$ cat src/rtl/lsu_n.sv
// lsu_n: load/store unit between the EX stage and the data-memory bus.
//
// Takes one access at a time from EX (read_mem/write_mem codes, byte
// address, store data). It issues a single word-aligned valid/ready bus
// transaction, applies byte strobes and lane replication for stores, and
// extracts and extends the addressed lane for loads.
//
// Ports:
//   clk, rst_n              clock (rising edge), async active-low reset
//   req_valid / req_ready   EX request handshake (ready only in IDLE)
//   read_mem[2:0]           000 none, 001 lw, 110 lh, 111 lb, 010 lhu, 011 lbu
//   write_mem[1:0]          00 none, 01 sw, 10 sh, 11 sb
//   addr, wdata             byte address and store data
//   resp_valid, rdata, err  one-cycle completion pulse with result / error
//   mem_req_valid/_ready    bus request handshake
//   mem_we, mem_addr, mem_wdata, mem_wstrb   bus request fields
//   mem_resp_valid, mem_rdata                bus response
//
// Parameter TIMEOUT: WAIT cycles allowed before an error response (0 = never).
module lsu_n #(
  parameter int TIMEOUT = 255
) (
  input  logic        clk,
  input  logic        rst_n,
  input  logic        req_valid,
  output logic        req_ready,
  input  logic [2:0]  read_mem,
  input  logic [1:0]  write_mem,
  input  logic [31:0] addr,
  input  logic [31:0] wdata,
  output logic        resp_valid,
  output logic [31:0] rdata,
  output logic        err,
  output logic        mem_req_valid,
  input  logic        mem_req_ready,
  output logic        mem_we,
  output logic [31:0] mem_addr,
  output logic [31:0] mem_wdata,
  output logic [3:0]  mem_wstrb,
  input  logic        mem_resp_valid,
  input  logic [31:0] mem_rdata
);

  typedef enum logic [1:0] {S_IDLE, S_REQ, S_WAIT, S_RESP} state_t;

  // Counter value in the last permitted WAIT cycle; only used when TIMEOUT != 0.
  localparam logic [31:0] TIMEOUT_LAST = 32'(TIMEOUT - 1);

  state_t      state_reg, state_next;
  logic [2:0]  rm_reg;
  logic [1:0]  wm_reg;
  logic [31:0] addr_reg;
  logic [31:0] wdata_reg;
  logic [31:0] cnt_reg;
  logic [31:0] rdata_reg;
  logic        err_reg;

  logic        accept;
  logic        acc_err;
  logic        acc_nop;
  logic        timed_out;
  logic [7:0]  byte_sel;
  logic [15:0] half_sel;
  logic [31:0] load_val;
  logic [31:0] store_data;
  logic [3:0]  store_strb;

  assign accept    = req_valid && (state_reg == S_IDLE);
  assign acc_nop   = (read_mem == 3'b000) && (write_mem == 2'b00);
  assign timed_out = (TIMEOUT != 0) && (cnt_reg == TIMEOUT_LAST);

  // Request legality, evaluated on the live inputs at accept time.
  always_comb begin
    acc_err = 1'b0;
    if ((read_mem != 3'b000) && (write_mem != 2'b00))
      acc_err = 1'b1;
    if ((read_mem == 3'b100) || (read_mem == 3'b101))
      acc_err = 1'b1;
    if (((read_mem == 3'b001) || (write_mem == 2'b01)) && (addr[1:0] != 2'b00))
      acc_err = 1'b1;
    if (((read_mem == 3'b110) || (read_mem == 3'b010) || (write_mem == 2'b10)) && addr[0])
      acc_err = 1'b1;
  end

  // Load lane extraction from the returned word.
  always_comb begin
    case (addr_reg[1:0])
      2'd0:    byte_sel = mem_rdata[7:0];
      2'd1:    byte_sel = mem_rdata[15:8];
      2'd2:    byte_sel = mem_rdata[23:16];
      default: byte_sel = mem_rdata[31:24];
    endcase
    half_sel = addr_reg[1] ? mem_rdata[31:16] : mem_rdata[15:0];
    case (rm_reg)
      3'b001:  load_val = mem_rdata;
      3'b110:  load_val = {{16{half_sel[15]}}, half_sel};
      3'b010:  load_val = {16'h0000, half_sel};
      3'b111:  load_val = {{24{byte_sel[7]}}, byte_sel};
      3'b011:  load_val = {24'h000000, byte_sel};
      default: load_val = 32'h0000_0000;   // stores complete with rdata 0
    endcase
  end

  // Store strobes and lane replication; the addressed lanes always carry the
  // right bytes, so the memory only has to honour the strobes.
  always_comb begin
    case (wm_reg)
      2'b01: begin
        store_strb = 4'b1111;
        store_data = wdata_reg;
      end
      2'b10: begin
        store_strb = addr_reg[1] ? 4'b1100 : 4'b0011;
        store_data = {2{wdata_reg[15:0]}};
      end
      2'b11: begin
        store_strb = 4'b0001 << addr_reg[1:0];
        store_data = {4{wdata_reg[7:0]}};
      end
      default: begin
        store_strb = 4'b0000;
        store_data = 32'h0000_0000;
      end
    endcase
  end

  // State register.
  always_ff @(posedge clk or negedge rst_n) begin
    if (!rst_n)
      state_reg <= S_IDLE;
    else
      state_reg <= state_next;
  end

  // Next-state logic.
  always_comb begin
    state_next = state_reg;
    case (state_reg)
      S_IDLE: if (accept) state_next = (acc_err || acc_nop) ? S_RESP : S_REQ;
      S_REQ:  if (mem_req_ready) state_next = S_WAIT;
      S_WAIT: if (mem_resp_valid || timed_out) state_next = S_RESP;
      S_RESP: state_next = S_IDLE;
      default: state_next = S_IDLE;
    endcase
  end

  // Request fields, timeout counter and response capture.
  always_ff @(posedge clk or negedge rst_n) begin
    if (!rst_n) begin
      rm_reg    <= 3'b000;
      wm_reg    <= 2'b00;
      addr_reg  <= 32'h0000_0000;
      wdata_reg <= 32'h0000_0000;
      cnt_reg   <= 32'h0000_0000;
      rdata_reg <= 32'h0000_0000;
      err_reg   <= 1'b0;
    end else begin
      case (state_reg)
        S_IDLE: begin
          if (accept) begin
            rm_reg    <= read_mem;
            wm_reg    <= write_mem;
            addr_reg  <= addr;
            wdata_reg <= wdata;
            rdata_reg <= 32'h0000_0000;
            err_reg   <= acc_err;
          end
        end
        S_REQ: begin
          if (mem_req_ready) cnt_reg <= 32'h0000_0000;
        end
        S_WAIT: begin
          if (mem_resp_valid) begin
            rdata_reg <= load_val;
            err_reg   <= 1'b0;
          end else begin
            cnt_reg <= cnt_reg + 32'd1;
            if (timed_out) begin
              rdata_reg <= 32'h0000_0000;
              err_reg   <= 1'b1;
            end
          end
        end
        default: ;
      endcase
    end
  end

  // Outputs: bus fields are driven only in REQ and the response only in RESP,
  // so everything except req_ready reads 0 in IDLE and after reset.
  always_comb begin
    req_ready     = (state_reg == S_IDLE);
    mem_req_valid = (state_reg == S_REQ);
    mem_we        = 1'b0;
    mem_addr      = 32'h0000_0000;
    mem_wdata     = 32'h0000_0000;
    mem_wstrb     = 4'b0000;
    resp_valid    = (state_reg == S_RESP);
    rdata         = 32'h0000_0000;
    err           = 1'b0;
    if (state_reg == S_REQ) begin
      mem_we    = (wm_reg != 2'b00);
      mem_addr  = {addr_reg[31:2], 2'b00};
      mem_wdata = store_data;
      mem_wstrb = store_strb;
    end
    if (state_reg == S_RESP) begin
      rdata = rdata_reg;
      err   = err_reg;
    end
  end

endmodule

$ cat config.mk
export PLATFORM = sky130hd
export DESIGN_NAME = lsu_n
export DESIGN_NICKNAME = d
export VERILOG_FILES = /design/src/rtl/lsu_n.sv
export SDC_FILE = /design/constraint.sdc
export NUM_CORES = 1
export LEC_CHECK = 0
export CAP_MARGIN = 20
export CELL_PAD_IN_SITES_DETAIL_PLACEMENT = 0
export CELL_PAD_IN_SITES_GLOBAL_PLACEMENT = 1
export CORE_MARGIN = 2
export CORE_UTILIZATION = 37
export DETAILED_ROUTE_END_ITERATION = 10
export MAX_ROUTING_LAYER = met4
export PLACE_DENSITY = 0.8
export SKIP_LAST_GASP = 1
export SYNTH_ARGS = -nofsm -noshare
export SYNTH_HDL_FRONTEND = slang
export SYNTH_SLANG_ARGS = --single-unit
export TNS_END_PERCENT = 100
$ cat constraint.sdc
create_clock -name clk -period 2.63 [get_ports clk]
set_input_delay 0.3945 -clock clk [delete_from_list [all_inputs] [get_ports clk]]
set_output_delay 0.3945 -clock clk [all_outputs]
set_load 0.005 [all_outputs]
==> impl_summary.txt, run 1 <==
----------------------------------------------------
[Routing]
  WL/cell ... roughly 18 µm
  Aggregate routed wire length ... 21000 µm
  Final antenna-violating net count ... 0
  Detailed router's first-iteration violation count ... 405
  Detail-routed via count per cell ... 5.15
  Detailed-router iteration count before antenna repair ... 5
  Overall via count from detail_route ... 6175
  Post-route DRC violation count ... 0

[Yosys]
  Most used flip-flop cell after synthesis ... dfrtp_1
  Avg Inst Size Synth ... roughly 10 µm²
  Biggest area consumer among synthesized cells ... dfrtp_1
  Top-count cell post-synth ... dfrtp_1
  Share of async-settable or async-resettable flops after synthesis ... 1.00
  Post-synthesis register bit count ... 136
  Most area-consuming cells after synthesis ... dfrtp_1 (46%), mux2_2 (11%), and2_1 (6.5%)
  Synth Cell Area ... 0.00736 mm²
  Cell count after synthesis ... 705
  Share of the synthesized area in the top cell type ... 0.462
  Number of different library cells in the post-synthesis netlist ... 54
  Share of the yosys chip area belonging to registers ... 0.462
  Commonest cells post-synth ... dfrtp_1 (136), and2_1 (77), mux2_2 (70), nand2_1 (49), nor2_1 (38)
  Yosys warns ... 0
  Post-synth EDFFs ... 0

[Global route]
  Remaining global-route overflow ... 0
  Pin count of the biggest net entering global routing ... 50
  Antenna violations before repair ... 1
  Total global-route track usage ... 0.205
  Wire length of the first global-routing pass ... approximately 34000 µm
  Via count of the first global-routing pass ... around 6200

[Clocking]
  Root Driver ... clkbuf_16
  Clock tree from TritonCTS ... yes
  Number of clock sinks seen by CTS ... 136
  Total number of H-tree levels ... 4
  TritonCTS Buffers ... 17
  Worst-path clk slew ... 60 ps
  Insertion delay of the later-clocked pin in the worst-skew pair ... ~420 ps
  Largest buffer count on any clock path ... 2

[Die]
  Starting density of the core ... 0.377
  Number of placement rows ... 51
  Die Height ... 145 µm
  X dimension of the die ... between 100 and 150 µm
  Ports ... 211
  Core Area ... 0.0195 mm²
  Overall die area ... 0.0210 mm²

[Placement]
  Pre-CTS setup slack ... approximately 110 ps
  Port Buf Inserts ... 208
  Post-DP Area ... 0.00984 mm²
  DP Wirelength ... 14800 µm
  Final Wtd Congestion ... approximately 0.8

[Worst setup path]
  CP arrival ... 2180 ps
  Start point of the critical path ... state_reg[0]
  CP cell instances ... ha_4, o21ai_2, clkinvlp_2, buf_4, and2_1, clkdlybuf4s50_1
  Slowest cell on crit path ... dfrtp_1
  Maximum fanout count along the critical path ... 6
  Worst reg2reg path startpoint ... state_reg[0]
  Worst Path Required ... about 2200 ps
  Maximum cell stage delay along the critical path ... 440 ps
  Crit Path Class ... flip-flop to output pin
  CP Launch Type ... flip-flop
  Endpoint class of the critical path ... output pin

[STA]
  Fraction of the cycle the final worst path needs ... 0.980
  Setup repair after global routing missed its margin ... true
  Post-layout min period ... 2580 ps
  Worst Tran Pin Value ... roughly 1000 ps
  Final hold violations ... 0
  Setup clock skew after layout ... 8.59 ps
  Setup slack of the critical path after layout ... 52.6 ps
  Number of slew-limit violations in the final report ... 0
  Relative slew slack ... 0.327
  Achievable frequency ... 388 MHz
  Final setup vio count ... 0

[Run]
  Max-cap violations ... 0

[Finish]
  Area growth, synth to finish ... 42.6%
  Proportion of layout cells with a drive suffix above 1 ... 0.170
  Final-stage net count ... 1031
  Final standard cell area without fillers ... between 0.01 and 0.015 mm²

[Power and ir drop]
  Leakage Power ... 4.30 nW
  Power per Cell Area ... 968 mW/mm²
  Worst supply voltage drop on vdd ... between 0.0005 and 0.0006 V

[Outcome]
  Result of the run ... finished clean

[Min path]
  Type of the tightest min-delay check ... input pin to async pin

----------------------------------------------------
## kinds of logic after synthesis
| family | Yosys count | share of synthesized area |
|---|---|---|
| flops | 136 | 0.462 |
| mux | 82 | 0.135 |
| compound gates | 129 | 0.127 |
| xor+xnor | 27 | 0.0321 |
| other cells | 1 | 0.000509 |
| buf+inv | 66 | 0.0364 |
| simple gates | 258 | 0.196 |
| fa+ha+maj | 6 | 0.0102 |
## layout make-up
type	instances	area [µm²]
clock buffers	19	453
inverters	20	75.1
fillers	1786	9020
clock inverters	13	120
multi-input cells	504	3730
diodes	1	2.50
well taps	265	332
flip-flops and latches	136	3400
repair inverters	1	5.00
repair buffers	239	2390
## metrics by stage
| step | total power, mW | setup TNS (ps) | cells | hold slack [ps] | util |
|---|---|---|---|---|---|
| after floorplan | 5.88 | 0 | 706 | 98.9 | - |
| after detailed placement | 7.78 | 0 | 1159 | 323 | 0.504 |
| after CTS | 10.2 | 0 | 1192 | 450 | 0.535 |
| after global routing | 10.9 | -224 | 1198 | 482 | 0.538 |
| final | 10.2 | 0 | 1198 | 440 | 0.538 |
| after global placement | 7.69 | 0 | 1158 | 322 | 0.504 |
## worst max-delay path: cells and delay by family, from the launching register on
family / cells / cell delay [ps]
flops: 1 / 440
fa+ha+maj: 1 / 220
compound gates: 1 / 150
simple gates: 1 / 150
buf+inv: 3 / 780
## worst paths after layout
check,end,slack [ps],depth (start not counted)
worst max-delay path,mem_wdata[5],50,6
worst min-delay path,rdata_reg[28],440,2
worst max register to register,cnt_reg[28],220,7
worst min register to register,rdata_reg[27],490,1
max in group asynchronous,addr_reg[26],1470,3
min in group clk,rdata_reg[27],490,1
## layer usage
layer  track usage  wire length (µm)
met1         0.275              9650
met2         0.295              9280
met3        0.0748              1850
met4        0.0549               229
met5             -                 0
## power by group
group	total, mW	internal, mW	switching [mW]
clock	2.32	1.36	0.958
sequential	3.42	2.86	0.551
combinational	4.43	2.38	2.05
total	10.2	6.61	3.56
## placed cells by master (no fill, tap or decap), types with 5 or more instances in the layout
| cell type | count |
|---|---|
| a221oi_1 | 7 |
| nor2b_1 | 15 |
| xor2_1 | 11 |
| a21boi_1 | 5 |
| dfrtp_1 | 136 |
| mux4_2 | 7 |
| a21oi_1 | 27 |
| clkbuf_16 | 17 |
| nand3_1 | 16 |
| clkdlybuf4s50_1 | 206 |
| nand2_1 | 48 |
| buf_4 | 23 |
| o21ai_0 | 11 |
| and4_1 | 8 |
| nand4_1 | 12 |
| clkinvlp_4 | 6 |
| inv_1 | 18 |
| and2_1 | 77 |
| xnor2_1 | 16 |
| ha_1 | 5 |
| nor4_2 | 6 |
| nor2_1 | 38 |
| and3_1 | 5 |
| nand2b_1 | 5 |
| mux2_2 | 70 |
| a21boi_0 | 9 |
| nor4_1 | 7 |
| a22oi_1 | 17 |
| nor3_1 | 11 |
| o2bb2ai_1 | 33 |
## what timing repair did
| action | CTS | global route |
|---|---|---|
| endpoints found under the hold margin | 35 | 0 |
| gates cloned | 0 | 1 |
| endpoints found under the setup margin | 51 | 25 |
| hold buffers | 1 | 0 |
| setup buffers | 0 | 4 |
| resized for setup | 9 | 9 |
No activity file was read; power rests on OpenSTA's default activity.
==> run 2, diff against run 1 <==
- CTS_CLUSTER_DIAMETER: default -> 200
==> results of run 2 <==
Final layout, timing and power as in run 1 (identical DEF).
